## src/rtl/traffic_pkg.sv

```systemverilog
// rtl/traffic_pkg.sv - shared state encoding and parameter defaults for the traffic mode arbiter
package traffic_pkg;

    localparam int VIP_MIN_DEF   = 30;
    localparam int VIP_MAX_DEF   = 60;
    localparam int COOLDOWN_DEF  = 10;
    localparam int NIGHT_DEB_DEF = 16;

    typedef enum logic [1:0] {
        ST_IDLE   = 2'd0,
        ST_NORMAL = 2'd1,
        ST_VIP    = 2'd2,
        ST_NIGHT  = 2'd3
    } state_t;

    function automatic logic [1:0] path_onehot(input logic p);
        return p ? 2'b10 : 2'b01;
    endfunction

endpackage

```

## src/rtl/traffic_mode_arbiter_if.sv

```systemverilog
// rtl/traffic_mode_arbiter_if.sv - request/sensor inputs and mode outputs of the arbiter
interface traffic_mode_arbiter_if;

    logic [1:0] vip_req;
    logic       night_sensor;
    logic       start;
    logic       isvip;
    logic       vip_path_index;
    logic       isnight;
    logic [1:0] vip_ack;
    logic [1:0] mode;

    modport master (
        output vip_req, night_sensor,
        input  start, isvip, vip_path_index, isnight, vip_ack, mode
    );

    modport slave (
        input  vip_req, night_sensor,
        output start, isvip, vip_path_index, isnight, vip_ack, mode
    );

endinterface

```

## src/rtl/night_debounce.sv

```systemverilog
// rtl/night_debounce.sv - 2-flop synchronizer followed by a consecutive-cycle debouncer
module night_debounce #(
    parameter int NIGHT_DEB = traffic_pkg::NIGHT_DEB_DEF
) (
    input  logic clk,
    input  logic rst,
    input  logic din,
    output logic dout
);

    localparam int CW = $clog2(NIGHT_DEB) + 1;
    localparam logic [CW-1:0] CNT_LAST = CW'(NIGHT_DEB - 1);

    logic          sync1_q, sync2_q;
    logic          ok_q, ok_d;
    logic [CW-1:0] cnt_q, cnt_d;

    // Any cycle where the synchronized input agrees with the output restarts the run.
    always_comb begin
        ok_d  = ok_q;
        cnt_d = '0;
        if (sync2_q != ok_q) begin
            if (cnt_q >= CNT_LAST) begin
                ok_d  = sync2_q;
                cnt_d = '0;
            end else begin
                cnt_d = cnt_q + CW'(1);
            end
        end
    end

    always_ff @(posedge clk) begin
        if (rst) begin
            sync1_q <= 1'b0;
            sync2_q <= 1'b0;
            ok_q    <= 1'b0;
            cnt_q   <= '0;
        end else begin
            sync1_q <= din;
            sync2_q <= sync1_q;
            ok_q    <= ok_d;
            cnt_q   <= cnt_d;
        end
    end

    assign dout = ok_q;

endmodule

```

## src/rtl/traffic_mode_arbiter.sv

```systemverilog
// rtl/traffic_mode_arbiter.sv - IDLE/NORMAL/VIP/NIGHT mode FSM with round-robin VIP grants
module traffic_mode_arbiter
    import traffic_pkg::*;
#(
    parameter int VIP_MIN   = VIP_MIN_DEF,
    parameter int VIP_MAX   = VIP_MAX_DEF,
    parameter int COOLDOWN  = COOLDOWN_DEF,
    parameter int NIGHT_DEB = NIGHT_DEB_DEF
) (
    input  logic                   clk,
    input  logic                   rst,
    traffic_mode_arbiter_if.slave  bus
);

    localparam int HW  = $clog2(VIP_MAX) + 1;
    localparam int CDW = $clog2(COOLDOWN) + 1;
    localparam logic [HW-1:0]  MIN_M1   = HW'(VIP_MIN - 1);
    localparam logic [HW-1:0]  MAX_M1   = HW'(VIP_MAX - 1);
    localparam logic [CDW-1:0] CD_LOAD  = CDW'(COOLDOWN);

    state_t         state_q, state_d;
    logic           path_q, path_d;
    logic           rr_q, rr_d;
    logic [HW-1:0]  hold_q, hold_d;
    logic [CDW-1:0] cd_q, cd_d, cd_dec;
    logic           night_ok;
    logic           pick;
    logic           vip_ok;

    night_debounce #(.NIGHT_DEB(NIGHT_DEB)) u_night (
        .clk  (clk),
        .rst  (rst),
        .din  (bus.night_sensor),
        .dout (night_ok)
    );

    assign cd_dec = (cd_q != '0) ? cd_q - CDW'(1) : '0;
    assign pick   = (bus.vip_req == 2'b11) ? ~rr_q : bus.vip_req[1];
    // The grant starts on the same edge the cooldown expires, giving exactly COOLDOWN idle cycles.
    assign vip_ok = (bus.vip_req != 2'b00) && (cd_dec == '0);

    always_comb begin
        state_d = state_q;
        path_d  = path_q;
        rr_d    = rr_q;
        hold_d  = '0;
        cd_d    = cd_dec;
        case (state_q)
            ST_IDLE: state_d = ST_NORMAL;
            ST_NORMAL, ST_NIGHT: begin
                if (vip_ok) begin
                    state_d = ST_VIP;
                    path_d  = pick;
                    rr_d    = pick;
                end else if (night_ok) begin
                    state_d = ST_NIGHT;
                end else begin
                    state_d = ST_NORMAL;
                end
            end
            ST_VIP: begin
                if ((hold_q >= MIN_M1 && !bus.vip_req[path_q]) || hold_q >= MAX_M1) begin
                    state_d = night_ok ? ST_NIGHT : ST_NORMAL;
                    cd_d    = CD_LOAD;
                end else begin
                    hold_d = hold_q + HW'(1);
                end
            end
            default: state_d = ST_IDLE;
        endcase
    end

    always_ff @(posedge clk) begin
        if (rst) begin
            state_q <= ST_IDLE;
            path_q  <= 1'b0;
            rr_q    <= 1'b1;
            hold_q  <= '0;
            cd_q    <= '0;
        end else begin
            state_q <= state_d;
            path_q  <= path_d;
            rr_q    <= rr_d;
            hold_q  <= hold_d;
            cd_q    <= cd_d;
        end
    end

    assign bus.start          = (state_q != ST_IDLE);
    assign bus.isvip          = (state_q == ST_VIP);
    assign bus.isnight        = (state_q == ST_NIGHT);
    assign bus.vip_path_index = path_q;
    assign bus.vip_ack        = (state_q == ST_VIP) ? path_onehot(path_q) : 2'b00;
    assign bus.mode           = state_q;

endmodule

```

## src/flat_wrapper.sv

```systemverilog
// flat-port wrapper written by rule: the top's interface ports become plain ports
module traffic_mode_arbiter_flat import traffic_pkg::*;
#(
    parameter int VIP_MIN   = VIP_MIN_DEF,
    parameter int VIP_MAX   = VIP_MAX_DEF,
    parameter int COOLDOWN  = COOLDOWN_DEF,
    parameter int NIGHT_DEB = NIGHT_DEB_DEF
)
  (clk, rst, bus_vip_req, bus_night_sensor, bus_start, bus_isvip, bus_vip_path_index, bus_isnight, bus_vip_ack, bus_mode);
  traffic_mode_arbiter_if bus_i ();
  input  logic clk;
  input  logic rst;
  input wire logic [$bits(bus_i.vip_req)-1:0] bus_vip_req;
  input wire logic [$bits(bus_i.night_sensor)-1:0] bus_night_sensor;
  output wire logic [$bits(bus_i.start)-1:0] bus_start;
  output wire logic [$bits(bus_i.isvip)-1:0] bus_isvip;
  output wire logic [$bits(bus_i.vip_path_index)-1:0] bus_vip_path_index;
  output wire logic [$bits(bus_i.isnight)-1:0] bus_isnight;
  output wire logic [$bits(bus_i.vip_ack)-1:0] bus_vip_ack;
  output wire logic [$bits(bus_i.mode)-1:0] bus_mode;
  assign bus_i.vip_req = bus_vip_req;
  assign bus_i.night_sensor = bus_night_sensor;
  assign bus_start = bus_i.start;
  assign bus_isvip = bus_i.isvip;
  assign bus_vip_path_index = bus_i.vip_path_index;
  assign bus_isnight = bus_i.isnight;
  assign bus_vip_ack = bus_i.vip_ack;
  assign bus_mode = bus_i.mode;
  traffic_mode_arbiter #(.VIP_MIN(VIP_MIN), .VIP_MAX(VIP_MAX), .COOLDOWN(COOLDOWN), .NIGHT_DEB(NIGHT_DEB)) u_core (.clk(clk), .rst(rst), .bus(bus_i));
endmodule
```

## config.mk

```make
export PLATFORM = sky130hd
export DESIGN_NAME = traffic_mode_arbiter_flat
export DESIGN_NICKNAME = d
export VERILOG_FILES = /design/src/rtl/traffic_pkg.sv /design/src/rtl/traffic_mode_arbiter_if.sv /design/src/rtl/night_debounce.sv /design/src/rtl/traffic_mode_arbiter.sv /design/src/flat_wrapper.sv
export SDC_FILE = /design/constraint.sdc
export NUM_CORES = 1
export LEC_CHECK = 0
export ABC_AREA = 1
export BUFFER_PORTS_ARGS = -buffer_cell sky130_fd_sc_hd__buf_2
export CAP_MARGIN = 20
export CORE_MARGIN = 2
export CORE_UTILIZATION = 54
export DETAILED_ROUTE_END_ITERATION = 10
export GPL_TIMING_DRIVEN = 1
export MAX_ROUTING_LAYER = met4
export PLACE_DENSITY = 0.78
export SYNTH_ARGS = -nofsm -noshare
export SYNTH_HDL_FRONTEND = slang
export SYNTH_HIERARCHICAL = 1
export SYNTH_SLANG_ARGS = --single-unit
```

## constraint.sdc

```tcl
create_clock -name clk -period 4.35 [get_ports clk]
set_clock_uncertainty 0.2 [all_clocks]
set_input_delay 1.305 -clock clk [delete_from_list [all_inputs] [get_ports clk]]
set_output_delay 1.305 -clock clk [all_outputs]
set_load 0.03 [all_outputs]
```

-- Yosys cells after proc, flatten, opt, wreduce, memory -nomap -nowiden
Cells that the tools add are included.
- add/sub/neg operators: 3
- magnitude comparators: 4
- eq/ne operators: 6
- multiplexer cells: 12
- bitwise logic cells: 3
- reduce and logical (&&, ||, !) cells: 14
- operator list (kind ; number):
    $mux W5 ; 3
    $mux W2 ; 5
    $add A7 B1 Y7 const B ; 1
    $ge A7 B5 Y1 const B ; 1
    $ge A7 B6 Y1 const B ; 1
    $eq A2 B2 Y1 const B ; 3
    $pmux W2 S3 ; 1
    $reduce_or A3 Y1 ; 2
    $add A5 B1 Y5 const B ; 1
    $ge A5 B4 Y1 const B ; 1
    $logic_not A5 Y1 ; 1
    $reduce_bool A5 Y1 ; 1
    $sub A5 B1 Y5 const B ; 1
    $reduce_and A2 Y1 ; 2
    $reduce_bool A2 Y1 ; 2
    $mux W1 ; 3
    $not A1 Y1 ; 3
    $eq A2 B1 Y1 const B ; 1
    $logic_and A1 B1 Y1 ; 2
    $logic_not A2 Y1 ; 1
    $lt A1 B2 Y1 const B ; 1
    $ne A2 B1 Y1 const B ; 1
    $reduce_or A2 Y1 ; 1
    $logic_not A1 Y1 ; 1
    other kinds (2) ; 2
- register bits: 24
- input bits: 5
- output and inout port bits: 8
- logic and storage cells: 51

-- Logic depth before layout (Yosys ltp)
- depth in word-level cells: 7
- depth in mapped cells: 12
- depth with buffers taken out: 12

-- Hierarchy
The synthesis kept the hierarchy.
- modules (own cells, without submodules) (module ; times used ; cells an instance ; area an instance (um^2)):
    traffic_mode_arbiter ; 1 ; 116 ; 830.8
    night_debounce ; 1 ; 41 ; 325.3

-- Worst setup path after synthesis
Ideal clock, no wire load.
- kind: reg-to-output
- start point: register u_core.state_q[1] (netlist: u_core/bus.mode[1])
- end point: output bus_vip_ack[0]
- arrival: 1.802 ns
- data required time: 2.845 ns
- path slack: 1.043 ns
- stages on the path, launching flop included: 5
- cells stage by stage: dfxtp_1 inv_1 nor2_1 inv_1 nor2_1
- word-level cells in the longest chain between the ends: 2
- ends and longest elaborated chain (element ; RTL line ; RTL):
    from (decl) ; traffic_mode_arbiter.sv:21 ; state_t state_q, state_d;
    from (signal assigned) ; traffic_mode_arbiter.sv:81 ; state_q <= state_d;
    $eq A2 B2 Y1 ; n/a ;
    via bus_isvip ; flat_wrapper.sv:16 ; output wire logic [$bits(bus_i.isvip)-1:0] bus_isvip;
    $mux W2 ; traffic_mode_arbiter.sv:93 ; assign bus.vip_ack = (state_q == ST_VIP) ? path_onehot(path_q) : 2'b00;
    to (decl) ; flat_wrapper.sv:19 ; output wire logic [$bits(bus_i.vip_ack)-1:0] bus_vip_ack;
The timed path passes the listed nets, and every way through them passes these cells.

-- Worst setup path after layout
- start point: register u_core.state_q[1] (netlist: u_core/bus.mode[1])
- end point: output bus_vip_ack[1]
- word-level cells in the longest chain between the ends: 2
- ends and longest elaborated chain (element ; RTL line):
    $eq A2 B2 Y1 ; traffic_mode_arbiter.sv:93
    $mux W2 ; traffic_mode_arbiter.sv:93
No other way between the ends.

==> results.md <==
- Post-Synthesis Mean Instance Area: 7.36 um2
- Number of fill cells: 188
- Synthesized-area fraction occupied by xor and xnor cells: 0.0227
- Detailed-route via count: 957
- Final max-slew violation count: 0
- Fraction of synthesized area in multiplexers: 0
- Maximum number of pins on one net before global-route repair: 14
- RSZ-0062 raised after global routing: no
- Post-CTS clock slew at the launch and capture registers of the worst setup and hold paths: 0.13 ns
- Compound-Gate Fraction of Synth Area: 0.0487
- Area share of the largest cell type after synthesis: 0.416
- Clock Tree Root: clkbuf_4
- Simple-gate portion of the synthesized area: 0.361
- RD Place Congestion: 0.805
- Final-stage net count: 184
- Mapped cell area: 1160 um2
- Combinational family with the most area after synthesis: simple AND/OR/NAND/NOR gates
- Number of antenna violations at the first check in global routing: 0
- Average wire length per cell after detail routing: 9.51 um
- Pleak: 0.602 nW
- Detailed placer's ending HPWL: 1560 um
- Arr. time, crit path: 1.51 ns
- Core Rows: 16
- Clock insertion delay at the later pin of the skew report: 0.31 ns
- Sinks on Clock Net: 24
- Resize count post-CTS: 0
- Reg2reg setup slack: 2.69 ns
- Count of yosys warnings during synthesis: 6
- Required time reported for the critical path endpoint: 2.84 ns
- Final period util: 0.693
- Capturing element type of the critical path: output pin
- Placed cell count: 196
- Number of I/O port buffers: 12
- Largest fanout on the critical path: 5
- Vias in the first global route: 883
- Vertical die dimension: 50.3 um
- Worst hold slack: 0.220 ns
- Fraction of final layout cells with drive strength greater than 1: 0.173
- Setup Crit Path Kind: flop to output pin
- Routed WL: 1900 um
- Antenna diode count: 0
- Synthesized instance count: 157
- Status: finished clean
- Post-route ant nets: 0
- Buffer levels on the longest clock path: 2
- Core box area: 1980 um2
- Starting utilization of the core area: 0.583
- Multi-input combinational cell area: 567 um2
- Largest voltage drop on the vdd net: 0.000386 V
- # hold bufs at CTS: 0
- Count of unique library cells instantiated by Yosys: 22
- GRT Overall Usage: 0.185
- Die Outline Area: 2530 um2
- Layout overhead on the synthesized area: 11.3%
- Number of design rule violations left after detail routing: 0
- Horizontal die dimension: 50.3 um
- Final total power: 617 uW
- Setup TNS after final layout: 0 ns
- CTS tree: done
- Pwr Density: 480 nW/um2
- Area taken by flip-flops and latches: 480 um2
- Number of buffers added by the clock tree synthesis step: 3
- Peak clock frequency supported by timing: 0.332 GHz
- First-pass GRT wire length: 3470 um
- Max Cap Viol: 0
- # setup viols final: 0
- Final core occ: 0.649
- Total congestion overflow after global routing: 0
- Leading post-synthesis cells by cell area: dfxtp_1 42%, nand2_1 11%, inv_1 9.1%
- Final worst path period need: 3.01 ns
- Synth Net Count: 167
- Post-Synth Adder-Cell Area: 0.0541
- Htree depth: 1
- Endpoints failing hold: 0
- Sequential cell area fraction in the yosys report: 0.416
- Class of the tightest hold or removal check: flop to flop
- Initial drt markers: 13
- I/O Pins: 13
- Average vias per placed instance: 4.79
- Detailed-routing iteration count for the pre-antenna-repair pass: 5
- Most common library cell in the layout ignoring fill and taps: nand2_1
- Most used cells in the layout excluding fill and tap cells: 33 x nand2_1, 28 x inv_1, 26 x nor2_1
- Number of buffers inserted by post-CTS setup repair: 0
- Cell taking the most area after synthesis: dfxtp_1
- Final Non-Filler Cells: 200
- Synthesis-stage register bit count: 24
- Critical path startpoint category: flop
## cells by family (layout without fill, tap and decap cells)
group	after synthesis	count (layout)
buffers and inverters	29	45
and+or+nand+nor	86	86
xor gates and xnor gates	3	3
other	1	1
adders and majority gates	5	5
AOI/OAI and AO/OA	9	9
DFF	24	24
## worst max-delay path, stage by stage (launching register included)
cell and delay (ns):
dfxtp_1 0.36, inv_1 0.06, nor2_1 0.36, inv_1 0.12, nor2_1 0.10, buf_2 0.20
## flip-flops by register name, indices dropped and copies added, names as in the netlist
signal / count
u_core/bus.mode: 2
u_core/bus.vip_path_index: 1
u_core/cd_q: 5
u_core/hold_q: 7
u_core/rr_q: 1
u_core/u_night/cnt_q: 5
u_core/u_night/dout: 1
u_core/u_night/sync1_q: 1
u_core/u_night/sync2_q: 1
## worst paths after layout
check | startpoint | cells past startpoint | to
worst max register to register | u_core/hold_q[0] | 6 | u_core/hold_q[2]
worst min register to register | u_core/u_night/sync1_q | 2 | u_core/u_night/sync2_q
worst max-delay path | u_core/bus.mode[1] | 5 | bus_vip_ack[1]
worst min-delay path | u_core/u_night/sync1_q | 2 | u_core/u_night/sync2_q
## metrics by stage
stage          setup slack (ns)  cell area, um2
3_3_place_gp               1.75            1250
6_report                   1.34            1290
3_5_place_dp               1.70            1250
4_1_cts                    1.33            1290
5_1_grt                    1.23            1290
2_1_floorplan              1.04            1160
## Yosys cell counts
cell type and number:
nor3b_2 1, inv_2 1, xor2_1 1, nand2_1 33
nor2_1 26, nor3_1 5, a21oi_4 1, ha_1 5
nand4_4 1, dfxtp_1 24, nand3_2 3, o21ai_0 2
nor2_4 1, nor2_2 2, a21oi_1 6, xnor2_1 2
nand4_1 2, nand4_2 1, nand3_1 8, conb_1 1
nand2_2 3, inv_1 28
## final cells by class
class | count | share of cell area
tap | 27 | 0.0263
sequential | 24 | 0.374
multi-input combinational | 104 | 0.441
timing repair buffer | 12 | 0.0467
clock buffer | 4 | 0.0282
inverter | 29 | 0.0846
## layer usage
layer	routed length, um	vias up	global-route usage
li1	-	513	-
met1	885	423	0.203
met2	905	17	0.322
met3	74	4	0.0357
met4	35	0	0.0833
met5	0	-	-
## power by group
group | internal, mW | switching, mW
clock network | 0.0511 | 0.0636
registers | 0.248 | 0.0198
logic | 0.0755 | 0.159
total | 0.375 | 0.243
No activity file was read; power rests on OpenSTA's default activity.
